### src/rtl/norm_quant_packer_if.sv
// Stream interface for norm_quant_packer: normalizer-side int32 samples in,
// packed int8 words out on a valid/ready port with status.
interface norm_quant_packer_if #(
    parameter int LANES      = 4,
    parameter int FIFO_DEPTH = 4
);
    localparam int CNT_W = $clog2(FIFO_DEPTH) + 1;

    logic                    valid_in;
    logic signed [31:0]      data_in;
    logic                    relu_en;
    logic                    flush;
    logic                    out_valid;
    logic                    out_ready;
    logic [8*LANES-1:0]      out_data;
    logic [LANES-1:0]        out_keep;
    logic                    overflow;
    logic [CNT_W-1:0]        fifo_count;

    modport master (
        output valid_in, data_in, relu_en, flush, out_ready,
        input  out_valid, out_data, out_keep, overflow, fifo_count
    );

    modport slave (
        input  valid_in, data_in, relu_en, flush, out_ready,
        output out_valid, out_data, out_keep, overflow, fifo_count
    );
endinterface

### src/rtl/norm_quant_packer.sv
// Saturates int32 samples to int8 (optional ReLU), packs LANES bytes per word and
// buffers completed words in a small FIFO so the non-stalling producer sees no backpressure.
module norm_quant_packer #(
    parameter int LANES      = 4,
    parameter int FIFO_DEPTH = 4
) (
    input  logic                  clk,
    input  logic                  reset,
    norm_quant_packer_if.slave    bus
);
    localparam int LIDX_W = (LANES > 1) ? $clog2(LANES) : 1;
    localparam int PTR_W  = (FIFO_DEPTH > 1) ? $clog2(FIFO_DEPTH) : 1;
    localparam int CNT_W  = $clog2(FIFO_DEPTH) + 1;
    localparam int WORD_W = 8 * LANES;
    localparam int ENT_W  = WORD_W + LANES;
    localparam logic [LIDX_W-1:0] LAST_LANE = LIDX_W'(LANES - 1);
    localparam logic [CNT_W-1:0]  DEPTH_C   = CNT_W'(FIFO_DEPTH);

    logic [7:0]          w_sat_byte;
    logic                r_s1_valid;
    logic                r_s1_flush;
    logic [7:0]          r_s1_byte;

    logic [LIDX_W-1:0]   r_lane_idx;
    logic [WORD_W-1:0]   r_word;
    logic [LANES-1:0]    r_keep;
    logic [WORD_W-1:0]   w_word;
    logic [LANES-1:0]    w_keep;
    logic                w_complete;

    logic [ENT_W-1:0]    r_mem [FIFO_DEPTH];
    logic [PTR_W-1:0]    r_wr_ptr;
    logic [PTR_W-1:0]    r_rd_ptr;
    logic [CNT_W-1:0]    r_count;
    logic                r_overflow;
    logic                w_pop;
    logic                w_push;

    always_comb begin
        if (bus.relu_en && (bus.data_in < 32'sd0))
            w_sat_byte = '0;
        else if (bus.data_in > 32'sd127)
            w_sat_byte = 8'h7F;
        else if (bus.data_in < -32'sd128)
            w_sat_byte = 8'h80;
        else
            w_sat_byte = bus.data_in[7:0];
    end

    always_ff @(posedge clk) begin
        if (reset) begin
            r_s1_valid <= 1'b0;
            r_s1_flush <= 1'b0;
            r_s1_byte  <= '0;
        end else begin
            r_s1_valid <= bus.valid_in;
            r_s1_flush <= bus.flush;
            r_s1_byte  <= w_sat_byte;
        end
    end

    // A byte landing in the same cycle as a flush is part of the word being closed.
    always_comb begin
        w_word = r_word;
        w_keep = r_keep;
        if (r_s1_valid) begin
            w_word[8*r_lane_idx +: 8] = r_s1_byte;
            w_keep[r_lane_idx]        = 1'b1;
        end
        w_complete = (r_s1_valid && (r_lane_idx == LAST_LANE)) || (r_s1_flush && (|w_keep));
    end

    always_ff @(posedge clk) begin
        if (reset || w_complete) begin
            r_lane_idx <= '0;
            r_word     <= '0;
            r_keep     <= '0;
        end else if (r_s1_valid) begin
            r_lane_idx <= r_lane_idx + 1'b1;
            r_word     <= w_word;
            r_keep     <= w_keep;
        end
    end

    assign w_pop  = (r_count != '0) && bus.out_ready;
    assign w_push = w_complete && ((r_count < DEPTH_C) || w_pop);

    always_ff @(posedge clk) begin
        if (w_push)
            r_mem[r_wr_ptr] <= {w_keep, w_word};
    end

    always_ff @(posedge clk) begin
        if (reset) begin
            r_wr_ptr   <= '0;
            r_rd_ptr   <= '0;
            r_count    <= '0;
            r_overflow <= 1'b0;
        end else begin
            if (w_push)
                r_wr_ptr <= r_wr_ptr + 1'b1;
            if (w_pop)
                r_rd_ptr <= r_rd_ptr + 1'b1;
            if (w_push && !w_pop)
                r_count <= r_count + 1'b1;
            else if (w_pop && !w_push)
                r_count <= r_count - 1'b1;
            if (w_complete && !w_push)
                r_overflow <= 1'b1;
        end
    end

    assign bus.out_valid  = (r_count != '0);
    assign bus.out_data   = (r_count != '0) ? r_mem[r_rd_ptr][WORD_W-1:0] : '0;
    assign bus.out_keep   = (r_count != '0) ? r_mem[r_rd_ptr][ENT_W-1:WORD_W] : '0;
    assign bus.overflow   = r_overflow;
    assign bus.fifo_count = r_count;
endmodule

### src/flat_wrapper.sv
// flat-port wrapper written by rule: the top's interface ports become plain ports
module norm_quant_packer_flat 
#(
    parameter int LANES      = 4,
    parameter int FIFO_DEPTH = 4
)
  (clk, reset, bus_valid_in, bus_data_in, bus_relu_en, bus_flush, bus_out_ready, bus_out_valid, bus_out_data, bus_out_keep, bus_overflow, bus_fifo_count);
  norm_quant_packer_if #(.LANES(LANES), .FIFO_DEPTH(FIFO_DEPTH)) bus_i ();
  input  logic clk;
  input  logic reset;
  input wire logic [$bits(bus_i.valid_in)-1:0] bus_valid_in;
  input wire logic [$bits(bus_i.data_in)-1:0] bus_data_in;
  input wire logic [$bits(bus_i.relu_en)-1:0] bus_relu_en;
  input wire logic [$bits(bus_i.flush)-1:0] bus_flush;
  input wire logic [$bits(bus_i.out_ready)-1:0] bus_out_ready;
  output wire logic [$bits(bus_i.out_valid)-1:0] bus_out_valid;
  output wire logic [$bits(bus_i.out_data)-1:0] bus_out_data;
  output wire logic [$bits(bus_i.out_keep)-1:0] bus_out_keep;
  output wire logic [$bits(bus_i.overflow)-1:0] bus_overflow;
  output wire logic [$bits(bus_i.fifo_count)-1:0] bus_fifo_count;
  assign bus_i.valid_in = bus_valid_in;
  assign bus_i.data_in = bus_data_in;
  assign bus_i.relu_en = bus_relu_en;
  assign bus_i.flush = bus_flush;
  assign bus_i.out_ready = bus_out_ready;
  assign bus_out_valid = bus_i.out_valid;
  assign bus_out_data = bus_i.out_data;
  assign bus_out_keep = bus_i.out_keep;
  assign bus_overflow = bus_i.overflow;
  assign bus_fifo_count = bus_i.fifo_count;
  norm_quant_packer #(.LANES(LANES), .FIFO_DEPTH(FIFO_DEPTH)) u_core (.clk(clk), .reset(reset), .bus(bus_i));
endmodule
### config.mk
export PLATFORM = sky130hd
export DESIGN_NAME = norm_quant_packer_flat
export DESIGN_NICKNAME = d
export VERILOG_FILES = /design/src/rtl/norm_quant_packer_if.sv /design/src/rtl/norm_quant_packer.sv /design/src/flat_wrapper.sv
export SDC_FILE = /design/constraint.sdc
export NUM_CORES = 1
export LEC_CHECK = 0
export CAP_MARGIN = 20
export CELL_PAD_IN_SITES_DETAIL_PLACEMENT = 0
export CELL_PAD_IN_SITES_GLOBAL_PLACEMENT = 1
export CORE_MARGIN = 1.5
export CORE_UTILIZATION = 58
export DETAILED_ROUTE_END_ITERATION = 10
export DONT_BUFFER_PORTS = 1
export PLACE_DENSITY = 0.8
export SKIP_LAST_GASP = 1
export SLEW_MARGIN = 20
export SYNTH_ARGS = -nofsm -noshare
export SYNTH_HDL_FRONTEND = slang
export SYNTH_SLANG_ARGS = --single-unit
### constraint.sdc
create_clock -name clk -period 7.94 [get_ports clk]
set_input_delay 0.397 -clock clk [delete_from_list [all_inputs] [get_ports clk]]
set_output_delay 0.397 -clock clk [all_outputs]
set_load 0.01 [all_outputs]
==> results of run 1 <==
==> metrics by stage <==
stage | cell area, µm² | hold WS [ns]
floorplan | 8090 | 0.473
global placement | 8250 | 0.466
detailed placement | 8250 | 0.467
CTS | 8940 | 0.0394
global route | 8940 | 0.0489
finish | 8940 | 0.0484
==> routing by layer <==
layer	global-route usage, %	up-vias	part of all wire (%)
li1	-	1861	-
met1	27.0	2072	42
met2	35.8	131	51
met3	4.56	13	6.8
met4	3.97	0	0.81
met5	0	-	0
==> repair_timing <==
action                    CTS  global route
hold endpoints to repair   11             0
resized for setup           0             0
hold buffers                2             0
==> state kept, by name, indices dropped and copies added, names as in the netlist, named ones only <==
signal,flops
u_core.r_s1_byte,8
u_core.bus.fifo_count,3
u_core.bus.overflow,1
u_core.r_word,32
u_core.r_rd_ptr,2
u_core.r_keep,4
u_core.r_s1_valid,1
u_core.r_mem,144
u_core.r_lane_idx,2
u_core.r_wr_ptr,2
u_core.r_s1_flush,1
==> final timing paths <==
check / start / endpoint / slack (ns) / depth (start not counted)
worst max-delay path: u_core.r_lane_idx[0] / u_core.r_mem[3][27] / 4.32 / 7
worst min-delay path: bus_valid_in / u_core.r_s1_valid / 0.05 / 1
worst max register to register: u_core.r_lane_idx[0] / u_core.r_mem[3][27] / 4.32 / 7
worst min register to register: u_core.r_wr_ptr[1] / u_core.r_wr_ptr[1] / 0.51 / 2
==> report_power, final <==
group          switching, W  leakage [nW]  total, W  internal [W]
Sequential        0.0000262          1.91   0.00117       0.00114
Clock              0.000370         0.326  0.000927      0.000557
Combinational      0.000263         0.920  0.000437      0.000174
==> placed cells by master, fill, tap and decap left out, drive strengths merged, types with 3 or more instances in the layout <==
cell type	instances
clkinv	4
a211oi	7
edfxtp	144
a21oi	3
clkbuf	27
nor2	11
nand4	5
nor4b	3
ha	13
clkinvlp	3
xor2	4
dfxtp	58
inv	14
a21o	11
nor2b	40
and2	40
buf	8
mux4	36
a22o	32
nor4	10
nand2	9
==> synth_stat cells, types with 2 or more instances <==
| cell | count |
|---|---|
| sky130_fd_sc_hd__ha_1 | 13 |
| sky130_fd_sc_hd__buf_6 | 2 |
| sky130_fd_sc_hd__nand2_1 | 8 |
| sky130_fd_sc_hd__buf_2 | 6 |
| sky130_fd_sc_hd__edfxtp_1 | 144 |
| sky130_fd_sc_hd__a22o_2 | 4 |
| sky130_fd_sc_hd__inv_1 | 13 |
| sky130_fd_sc_hd__xor2_1 | 4 |
| sky130_fd_sc_hd__a22o_1 | 28 |
| sky130_fd_sc_hd__a21oi_1 | 3 |
| sky130_fd_sc_hd__a211oi_1 | 7 |
| sky130_fd_sc_hd__nor4_1 | 8 |
| sky130_fd_sc_hd__nand2b_1 | 2 |
| sky130_fd_sc_hd__nor2_1 | 11 |
| sky130_fd_sc_hd__nand4_1 | 5 |
| sky130_fd_sc_hd__nor2b_1 | 16 |
| sky130_fd_sc_hd__or3_1 | 2 |
| sky130_fd_sc_hd__mux4_2 | 36 |
| sky130_fd_sc_hd__nor4b_4 | 3 |
| sky130_fd_sc_hd__nand3_1 | 2 |
| sky130_fd_sc_hd__and2_1 | 40 |
| sky130_fd_sc_hd__clkbuf_1 | 11 |
| sky130_fd_sc_hd__nor2b_2 | 24 |
| sky130_fd_sc_hd__a21o_1 | 11 |
| sky130_fd_sc_hd__dfxtp_1 | 58 |
| sky130_fd_sc_hd__mux2i_1 | 2 |
==> logic make-up (layout without fill, tap and decap cells) <==
kind of cell	count (synthesis)	after routing
mux	39	39
buf+inv	34	59
flops	202	202
fa+ha+maj	14	14
compound gates	57	57
simple gates	128	128
xor+xnor	5	5
==> final cells by class <==
class	count	area share, %
sequential	202	61.4
timing repair buffer	10	0.896
tap	176	2.46
inverter	13	0.546
multi-input combinational	243	27.2
clock inverter	9	0.868
clock buffer	27	6.62
==> impl.org, run 1 <==
** Clock network
- The clock net in this run drives a total of 202 sinks.
- The longest clock path from root to sink contains 3 buffers.
- Insertion delay of the later-clocked pin in the worst-skew pair :: 0.48 ns
- After clock tree synthesis, the clock-pin slew on the worst setup and hold paths is 0.06 ns.
- Clock tree root buffer cell :: sky130_fd_sc_hd__clkbuf_16
- CTS tree :: built
- Counting the buffers created by CTS gives 20.
- Count of buffers added by post-CTS timing repair for setup :: 0
- CTS built an H-tree with a depth of 1.

** Critical path
- Type of origin of the critical path :: flip-flop
- Endpoint type of the worst setup path :: flip-flop
- Cell at the slowest stage of the critical path :: sky130_fd_sc_hd__and2_1
- The setup path with the least slack is of type flip-flop to flip-flop.
- Count of buffering cells on the critical path with inverters included :: 2
- Crit-path max cell delay :: 0.83 ns
- CP cell instances :: inv_1, ha_1, nor4_2, a221oi_2, nor2b_1, and2_1, buf_4
- Worst EP required :: 8.09 ns
- For the worst setup path, the data arrival time is 3.77 ns.
- Largest delay share family, worst path :: simple AND/OR/NAND/NOR gates
- Maximum fanout count along the critical path :: 20

** Die
- The die covers 14700 µm².
- # rows :: 42
- Starting density of the core :: 60.3%
- DIE HEIGHT :: 121 µm
- Number of I/O pins :: 79
- In this run the standard cell core region covers 13400 µm².
- The die is 121 µm wide.

** Yosys
- Summing the areas of all and, or, nand and nor instances in the mapped netlist gives 11.0% of the synthesized area.
- Counting every net in the synthesized netlist gives 531.
- In the post-synthesis netlist, the biggest area contributors are sky130_fd_sc_hd__edfxtp_1 53%, sky130_fd_sc_hd__dfxtp_1 14%, sky130_fd_sc_hd__mux4_2 10%.
- Complex-gate fraction of the synthesized area :: 5.93%
- Cell type with the largest total area after synthesis :: sky130_fd_sc_hd__edfxtp_1
- The Yosys step of the flow raised 0 warnings.
- Adder-cell share of the synthesized area :: 2.26%
- Synthesis produced 479 cells.
- Of the post-synthesis cell area, the part taken by muxes is 10.4%.
- After synthesis, the largest family of logic cells by area is simple AND/OR/NAND/NOR gates.
- Synth cell types :: 42
- Mapped cell area :: 8090 µm²
- Sequential area share after synthesis :: 67.8%
- Mean instance size in the synthesized netlist :: 16.9 µm²
- Post-synthesis async set-or-reset flop share :: 0%
- Area share of the largest cell type after synthesis :: 53.5%
- Of the total synthesized cell area, the portion taken by XOR and XNOR cells is 0.542%.
- Dominant register cell in the synthesized netlist :: sky130_fd_sc_hd__edfxtp_1
- EDFF count, synth :: 144
- After synthesis the netlist holds a flip-flop and latch count of 202.

** Routing
- Dividing the detail-routed wire length by the instance count gives 21.2 µm.
- Once detail routing completed, the nets flagged for antenna violations numbered 0.
- For this block, the initial DRC count from the detailed router was 275.
- Remaining design rule violation count :: 0
- The final layout contains routed wiring with a total length of 14400 µm.
- Routed via count divided by cell count :: 6.00
- TritonRoute pass-1 iters :: 6
- The routed layout has 4077 vias.

** STA
- The worst pin sits at a relative slew slack of 36.5%.
- Hold violation total from the final report :: 0
- The worst path meets setup with 4.32 ns of slack.
- The final max-slew violation count was 0.
- After routing, the total negative slack on setup checks comes to 0 ns.
- Clock skew on the completed layout was measured at 0.0127 ns.
- Worst Tran Pin Value :: 0.952 ns
- Setup repair after global routing left no endpoint under its margin.
- Counting I/O delays and the setup requirement, the final critical path takes 3.62 ns.
- Final setup violation count :: 0
- The worst path uses 45.6% of the clock period.
- Maximum clock frequency :: 0.276 GHz

** Cells and area
- Final net count :: 542
- Summing all multi-input logic gate instances after layout gives 2430 µm².
- After filler insertion, the fill cell instance count of the layout stands at 930.
- Layout cells sized above 1 :: 22.8%
- Core Util, Final :: 66.7%
- Register area :: 5490 µm²
- After the flow finishes, the layout carries non-filler instances totaling 680.
- Area growth, synth to finish :: 10.6%
- Diode insertion count for antenna repair :: 0

** Global routing
- Largest net degree at the start of global routing :: 40
- The initial antenna violation count is 0.
- Number of global-route vias before repair :: 4181
- GRT Total Usage :: 20.6%
- The first global-routing pass estimated 22700 µm of wire.
- Global routing finished with a remaining overflow of 0.

** Worst hold path
- In this run the worst hold path is classified as input port to flip-flop.

** Power and ir drop
- Max VDD drop :: 0.174 mV
- Summed over all cells, the static leakage comes to 3.15 nW.
- Dividing total power by cell area gives a power density of 283 nW/µm².
- Total power for the finished layout comes to 0.00253 W.

** Placement
- Worst slack at placement :: 4.23 ns
- Cell Count Post-Placement :: 642
- Port-buffer cells :: 0
- Gpl congestion :: 0.715
- Detailed placer's ending HPWL :: 8820 µm

** Status
- Status :: completed

** Run
- The tool flagged a number of max-cap violations equal to 0.
(Power assumes the default switching activity.)
==> run 2: changes to the inputs <==
--- a/config.mk
+++ b/config.mk
@@ -5,14 +5,15 @@
 export SDC_FILE = /design/constraint.sdc
 export NUM_CORES = 1
 export LEC_CHECK = 0
+export ABC_AREA = 1
 export CAP_MARGIN = 20
 export CELL_PAD_IN_SITES_DETAIL_PLACEMENT = 0
 export CELL_PAD_IN_SITES_GLOBAL_PLACEMENT = 1
 export CORE_MARGIN = 1.5
-export CORE_UTILIZATION = 58
+export CORE_UTILIZATION = 45
 export DETAILED_ROUTE_END_ITERATION = 10
 export DONT_BUFFER_PORTS = 1
-export PLACE_DENSITY = 0.8
+export PLACE_DENSITY = 0.71
 export SKIP_LAST_GASP = 1
 export SLEW_MARGIN = 20
 export SYNTH_ARGS = -nofsm -noshare
==> constraint.sdc (replaced) <==
create_clock -name clk -period 3.23 [get_ports clk]
set_input_delay 0.1615 -clock clk [delete_from_list [all_inputs] [get_ports clk]]
set_output_delay 0.1615 -clock clk [all_outputs]
set_load 0.01 [all_outputs]
==> run 2 against run 1 <==
Net effect: largest cell class unchanged; critical path depth grew 1; critical endpoint is now u_core.r_mem[1][32]; flip-flop and latch count is the same; clock skew grew 0.00082 ns; non-clock buffer count grew 50; via count grew 37%; critical path type unchanged; largest power group unchanged.
==> impl.org, run 2 <==
** Status
- The flow ran to the end, and the final reports show no timing, DRC or antenna violations.

** Global routing
- Sum of overflow across all layers after global routing :: 0
- GRT Total Usage :: 18.8%
- The initial antenna violation count came to 0.
- Largest net degree at the start of global routing :: 73
- Number of global-route vias before repair :: 5514
- Global-route wire length before repair :: 28800 µm

** STA
- The number of hold-slack violations in the final timing report came to 0.
- Unrepaired setup endpoints after global routing :: false
- Once routing completed, OpenROAD measured the worst setup slack at 0.348 ns.
- Based on the critical path, the design can be clocked at up to 0.347 GHz.
- Final-report max-slew violation count :: 0
- Worst Tran Pin Value :: 0.909 ns
- Clock tree skew after final layout :: 0.0135 ns
- Headroom to the max-slew limit came out at 39.4%.
- Post-route minimum period :: 2.88 ns
- After layout, the worst path uses 89.2% of the clock period.
- Final setup violation count :: 0

** Cells and area
- In the layout the commonest cells are 199 x sky130_fd_sc_hd__nor2_1, 144 x sky130_fd_sc_hd__edfxtp_1, 82 x sky130_fd_sc_hd__inv_1.
- Most common cell after layout, fill and taps aside :: sky130_fd_sc_hd__nor2_1
- Compared with the post-synthesis result, the final layout area differs by 16.3%.
- Number of flip-flops under the largest register name :: 144
- The largest registers in the layout are u_core.r_mem: 144 flops, u_core.r_word: 32 flops, u_core.r_s1_byte: 8 flops.
- Diode insertion count for antenna repair :: 0
- Ranked by flip-flop count, first place goes to u_core.r_mem.
- In the final layout, the share of cells above drive strength 1 is 10.5%.
- Final net count :: 907
- For this run, the number of standard cells in the final layout without fillers is 1098.

** Yosys
- Of the post-synthesis cell area, the dominant cell type holds 52.2%.
- Cell type with the largest total area after synthesis :: sky130_fd_sc_hd__edfxtp_1
- Of the synthesized area, sequential elements account for 66.2%.
- The cell count after synthesis came out at 801.
- EDFF count, synth :: 144
- When the netlist entered floorplanning its net count stood at 853.
- Among all flip-flop cells after synthesis, the most frequent one is sky130_fd_sc_hd__edfxtp_1.
- Register bit count reported by yosys :: 202
- Mapped cell area :: 8290 µm²
- Most frequent cells after synthesis :: 203 x sky130_fd_sc_hd__nor2_1, 144 x sky130_fd_sc_hd__edfxtp_1, 82 x sky130_fd_sc_hd__inv_1, 70 x sky130_fd_sc_hd__o21ai_0, 65 x sky130_fd_sc_hd__nand2_1
- Yosys printed 0 warnings.
- After synthesis, the mean cell area works out to 10.4 µm².
- Counting flops with an async set or reset pin after synthesis yields a share of 0%.
- Most repeated cell in the gate-level netlist after synthesis :: sky130_fd_sc_hd__nor2_1
- Counting distinct cell types in the post-synthesis netlist gives 33.
- Dominant cells by area after synthesis :: sky130_fd_sc_hd__edfxtp_1 52%, sky130_fd_sc_hd__dfxtp_1 14%, sky130_fd_sc_hd__nor2_1 9.2%

** Die
- The core region is 18000 µm².
- The floorplan step defined a die boundary enclosing 19200 µm².
- The floorplan step set the die height to 139 µm.
- Number of I/O pins :: 79
- Horizontal extent of the die :: 139 µm
- # rows :: 49
- For this configuration, the core starts out at a cell density of 46.0%.

** Clock network
- For this design, the sink count on the clock tree is 202.
- Cts repair resizes :: 0
- Number of buffers added by the clock tree synthesis step :: 21
- CTS tree :: built
- Depth of the CTS H-tree :: 1
- Clock tree root buffer cell :: sky130_fd_sc_hd__clkbuf_16
- The clock reaches the later pin of the worst-skew pair after 0.49 ns.
- Clock transition time at the flip-flop clock pins of the worst setup and hold paths :: 0.05 ns
- In this run the deepest clock path goes through 3 buffers.

** Worst hold path
- Classification of the worst-slack hold path :: input port to flip-flop

** Routing
- Routed wire per std cell :: 16.4 µm
- After detailed routing, the number of vias per cell comes to 5.07.
- Remaining design rule violation count :: 0
- TritonRoute pass-1 iters :: 4
- Total wirelength of the detailed-routed design :: 18100 µm
- Iteration-0 DRC Markers :: 379
- For this block, the via count after detailed routing is 5568.
- In this run the remaining antenna-violating nets after routing total 0.

** Placement
- Cell Count Post-Placement :: 1036
- Gpl congestion :: 0.836
- Detailed placer's ending HPWL :: 11100 µm
- Worst slack at placement :: 0.307 ns
- Port-buffer cells :: 0

** Run
- Max-cap violations :: 0

** Critical path
- STA classifies the critical path startpoint as a flip-flop.
- Critical path arrival :: 3.05 ns
- Worst EP required :: 3.40 ns
- The critical path in this run is classified as flip-flop to flip-flop.
- Largest delay share family, worst path :: simple AND/OR/NAND/NOR gates
- On the worst path, the slowest cell contributes a delay of 0.65 ns.
- Reg-to-reg slack, setup :: 0.35 ns
- The number of buffers and inverters on the critical path is 3.
- In this run the worst path has a maximum fanout of 24.
- Cell at the slowest stage of the critical path :: sky130_fd_sc_hd__nor2_4
- Most frequent cell on the critical path :: sky130_fd_sc_hd__buf_4
- CP cell instances :: inv_1, ha_1, a21oi_1, nand4_2, nand3_1, buf_4, nor2_4, buf_4
- Endpoint type of the worst setup path :: flip-flop

** Power and ir drop
- Max VDD drop :: 0.568 mV
- In this run the static leakage power is 3.64 nW.
- For this design the ratio of total power to cell area is 728 nW/µm².
[run 2: changes by cell type after synthesis, sizes merged, moves of 10 or more]
cell	previous run	this run
nor2	11	216
o21ai	1	78
inv	13	84
nand2	9	69
a21oi	3	59
and2	40	0
nor2b	40	3
mux4	36	0
a22o	32	0
o22ai	0	11
a21o	11	1
nor4	10	0
[run 2: final timing paths]
check / cells past startpoint / end / start
worst max register to register: 8 / u_core.r_mem[1][32] / u_core.r_lane_idx[1]
worst min register to register: 2 / u_core.r_rd_ptr[1] / u_core.r_rd_ptr[1]
worst min-delay path: 3 / u_core.r_keep[3] / reset
worst max-delay path: 8 / u_core.r_mem[1][32] / u_core.r_lane_idx[1]
[run 2: timing repair]
action                    in CTS  in global routing
hold buffers                  25                  0
buffers inserted               0                  0
hold endpoints to repair      13                  0
[run 2: where the power goes]
group | total (W) | switching [W] | internal [W]
registers | 0.00291 | 0.0000662 | 0.00285
logic | 0.00182 | 0.00119 | 0.000628
clock network | 0.00229 | 0.000911 | 0.00138
total | 0.00702 | 0.00217 | 0.00485
[run 2: logic make-up (layout without fill, tap and decap cells)]
kind of cell	after synthesis	after routing	synth area share, %
compound gates	171	171	11.3
flops	202	202	66.2
simple gates	298	298	14.6
fa+ha+maj	14	14	2.20
buf+inv	116	184	5.73
[run 2: final cells by class]
cell class | count | area (µm²)
Fill cell | 1594 | 8380
Sequential cell | 202 | 5490
Multi-Input combinational cell | 483 | 2360
Clock buffer | 34 | 617
Timing Repair Buffer | 60 | 526
Inverter | 87 | 328
Tap cell | 229 | 287
Clock inverter | 3 | 38.8
[run 2: stage by stage]
stage / setup TNS, ns / total power [W] / utilization [%] / hold slack, ns / cell area (µm²)
2_1_floorplan: -15.75 / 0.00408 / - / 0.231 / 8290
3_3_place_gp: 0 / 0.00476 / 48.4 / 0.235 / 8720
3_5_place_dp: 0 / 0.00479 / 48.5 / 0.236 / 8740
4_1_cts: 0 / 0.00711 / 53.5 / 0.00729 / 9640
5_1_grt: 0 / 0.00741 / 53.5 / 0.0395 / 9640
6_report: 0 / 0.00702 / 53.5 / 0.00932 / 9640
[run 2: metal layers]
layer  share of wire, %  track usage [%]  vias to the layer above
met4                1.2             4.33                        0
met5                  0                0                        -
met2                 50             32.7                      133
met1                 44             25.0                     2634
met3                4.8             2.69                       19
li1                   -                -                     2782
[run 2: worst reg2reg max path: cells and delay by family, from the launching register on]
kind                       cells  cell delay (ns)
buffers and inverters          3             0.75
and+or+nand+nor                3             0.95
adders and majority gates      1             0.33
AOI/OAI and AO/OA              1             0.17
DFF                            1             0.36
==> run 3: changes to the inputs <==
--- a/config.mk
+++ b/config.mk
@@ -5,12 +5,12 @@
 export SDC_FILE = /design/constraint.sdc
 export NUM_CORES = 1
 export LEC_CHECK = 0
-export ABC_AREA = 1
+export ABC_AREA = 0
 export CAP_MARGIN = 20
 export CELL_PAD_IN_SITES_DETAIL_PLACEMENT = 0
 export CELL_PAD_IN_SITES_GLOBAL_PLACEMENT = 1
 export CORE_MARGIN = 1.5
-export CORE_UTILIZATION = 45
+export CORE_UTILIZATION = 48
 export DETAILED_ROUTE_END_ITERATION = 10
 export DONT_BUFFER_PORTS = 1
 export PLACE_DENSITY = 0.71
==> run 3 against run 2 <==
Net effect: non-clock buffer count is 29 lower; routed wire length is 13% lower; via count is 25% lower; highest routed layer unchanged; worst hold slack better by 0.12 ns; global-route usage is 0.21 points lower; largest power group unchanged; clock power is 6% higher; critical path type unchanged; setup slack better by 0.025 ns; cell count is 32% lower.
==> impl.org, run 3 (synthesis gave the netlist of run 1 again) <==
** STA
- Based on the critical path, the design can be clocked at up to 0.350 GHz.
- Worst hold-check slack :: 0.126 ns
- Setup repair after global routing left no endpoint under its margin.
- Worst Tran Pin Value :: 0.777 ns
- Setup violations remaining at the end of the flow were counted as 0.
- Measured against its own limit, the worst slew margin works out to 48.0%.
- The number of hold-slack violations in the final timing report was 0.
- The worst path uses 88.4% of the clock period.
- Final-report max-slew violation count :: 0
- Total negative slack :: 0 ns
- The smallest clock period supported by the final layout is computed as 2.86 ns.
- Clock tree skew after final layout :: 0.0140 ns

** Clock network
- Buffers inserted to repair hold after CTS numbered 18.
- Cts repair resizes :: 0
- For the worst-skew pair, the clock arrives at the later sink with an insertion delay of 0.49 ns.
- Number of buffers added by the clock tree synthesis step :: 20
- CTS tree :: built
- In this run the number of H-tree levels came out at 1.
- The tree is rooted in a sky130_fd_sc_hd__clkbuf_16.
- Clock transition time at the flip-flop clock pins of the worst setup and hold paths :: 0.06 ns
- Deepest clock path buffer count :: 3
- Count of buffers added by post-CTS timing repair for setup :: 0
- The clock net in this run drives a total of 202 sinks.

** Die
- Horizontal extent of the die :: 133 µm
- The floorplan has 47 rows.
- For this design the top-level I/O count stands at 79.
- Area inside the core boundary :: 16500 µm²
- DIE HEIGHT :: 133 µm
- Die area :: 17600 µm²
- For this configuration, the core starts out at a cell density of 48.9%.

** Placement
- At the end of routability-driven placement, the weighted congestion stood at 0.748.
- In this run the tool buffered the top-level ports with 0 buffer cells.
- Detailed placer's ending HPWL :: 9290 µm

** Critical path
- The worst setup path is captured at a flip-flop.
- Reg-to-Reg Start :: u_core.r_lane_idx[0]
- For flop-to-flop paths, the worst setup slack is 0.37 ns.
- Worst EP required :: 3.65 ns
- The worst register-to-register path ends at u_core.bus.fifo_count[2].
- In this run the worst path has a maximum fanout of 8.
- Depth of the worst register-to-register path :: 11
- STA puts the critical path data arrival time at 3.27 ns.
- Type of origin of the critical path :: flip-flop
- Start point of the critical path :: u_core.r_lane_idx[0]
- The critical path ends at u_core.bus.fifo_count[2].
- The critical path is of the flip-flop to flip-flop type.

** Power and ir drop
- Sequential cell fraction of total power :: 45.4%
- In this run switching power makes up 25.5% of total power.
- Standby leakage power :: 3.27 nW
- The design draws 0.00643 W.
- Power density of the placed cells :: 695 nW/µm²
- Net switching component of the power :: 0.00164 W
- Max VDD drop :: 0.353 mV
- In this run, the clock network consumes 37.8% of the power.
- Int Pwr :: 0.00479 W
- The share of total power dissipated in combinational logic is 16.8%.

** Global routing
- Global-route wire length before repair :: 24800 µm
- Number of global-route vias before repair :: 4622
- For this run the aggregate overflow at the end of global routing stands at 0.
- The initial antenna violation count is 0.
- Entering global routing, the biggest net connects 39 pins.
- GRT Total Usage :: 18.5%

** Cells and area
- Largest register by flop count :: u_core.r_mem
- In the layout the commonest cells are 144 x sky130_fd_sc_hd__edfxtp_1, 57 x sky130_fd_sc_hd__dfxtp_1, 40 x sky130_fd_sc_hd__and2_1.
- Registers with the highest flip-flop counts :: u_core.r_mem: 144 flops, u_core.r_word: 32 flops, u_core.r_s1_byte: 8 flops
- Number of fillers in the final layout :: 1291
- Area growth, synth to finish :: 14.4%
- Number of flip-flops under the largest register name :: 144
- The post-route netlist has 21.7% of its cells at a drive strength greater than 1.
- The number of antenna diodes in the final layout is 0.
- Final net count :: 563
- Most common cell after layout, fill and taps aside :: sky130_fd_sc_hd__edfxtp_1

** Routing
- The count of nets left with antenna violations once routing finished came out at 0.
- After the first detailed-routing iteration, the DRC count stood at 245.
- Routed wire per std cell :: 21.1 µm
- Total wirelength of the detailed-routed design :: 15700 µm
- The pre-antenna-repair detailed-routing pass consisted of 4 iterations.
- Remaining design rule violation count :: 0
- Routed via count divided by cell count :: 5.58
- Detailed routing inserted a total of 4157 vias.

** Worst hold path
- Hold path startpoint :: bus_data_in[31]
- Classification of the worst-slack hold path :: input port to flip-flop

** Status
- Status :: completed

** Run
- Max-cap violations :: 0
[run 3: cell count changes in the layout (fill, tap and decap cells not counted), sizes merged, moves of 22 or more]
| cell | change |
|---|---|
| nor2 | -205 |
| o21ai | -77 |
| inv | -70 |
| nand2 | -60 |
| a21oi | -56 |
| and2 | +40 |
| nor2b | +37 |
| mux4 | +36 |
| a22o | +32 |
| buf | -22 |
[run 3: layer usage]
layer / vias up / GRT usage (%) / share of wire, %
li1: 1900 / - / -
met1: 2122 / 22.9 / 40
met2: 102 / 33.2 / 52
met3: 33 / 3.07 / 4.9
met4: 0 / 6.35 / 2.5
met5: - / 0 / 0
[run 3: critical path, stage by stage, from the launching register on]
cell	delay, ns
sky130_fd_sc_hd__dfxtp_1	0.44
sky130_fd_sc_hd__inv_1	0.30
sky130_fd_sc_hd__ha_1	0.25
sky130_fd_sc_hd__nor4_2	0.06
sky130_fd_sc_hd__a221oi_2	0.27
sky130_fd_sc_hd__nor2b_1	0.24
sky130_fd_sc_hd__ha_1	0.21
sky130_fd_sc_hd__inv_1	0.06
sky130_fd_sc_hd__fa_1	0.37
sky130_fd_sc_hd__xor2_1	0.15
sky130_fd_sc_hd__or3_1	0.30
sky130_fd_sc_hd__a21oi_1	0.14
[run 3: worst min-delay path by stage]
stage / end / slack (ns) / cells past startpoint
2_1_floorplan: u_core.r_s1_byte[7] / 0.24 / 1
6_report: u_core.r_s1_byte[6] / 0.13 / 2
5_1_grt: u_core.r_s1_byte[6] / 0.16 / 2
3_5_place_dp: flip-flop / 0.23 / 1
3_3_place_gp: flip-flop / 0.23 / 1
4_1_cts: u_core.r_s1_byte[6] / 0.13 / 2
[run 3: area by class of cell]
type	instances	area (µm²)	share of cell area [%]
Clock buffer	31	603	6.52
Clock inverter	5	97.6	1.06
Timing Repair Buffer	31	303	3.27
Multi-Input combinational cell	243	2430	26.3
Tap cell	220	275	2.98
Sequential cell	202	5490	59.3
Inverter	13	48.8	0.528
[run 3: power by group through the flow]
stage	combinational, W	sequential [W]	clock (W)
2_1_floorplan	0.000988	0.00291	0
3_3_place_gp	0.00106	0.00298	0
3_5_place_dp	0.00108	0.00298	0
4_1_cts	0.00111	0.00293	0.00248
5_1_grt	0.00120	0.00294	0.00258
6_report	0.00108	0.00292	0.00243
[run 3: through the flow]
step | utilization, % | area [µm²] | instances | setup slack (ns)
detailed placement | 50.6 | 8370 | 691 | 0.364
CTS | 56.0 | 9250 | 745 | 0.337
floorplan | - | 8090 | 479 | 0.217
global placement | 50.6 | 8370 | 691 | 0.435
global route | 56.0 | 9250 | 745 | 0.159
finish | 56.0 | 9250 | 745 | 0.373
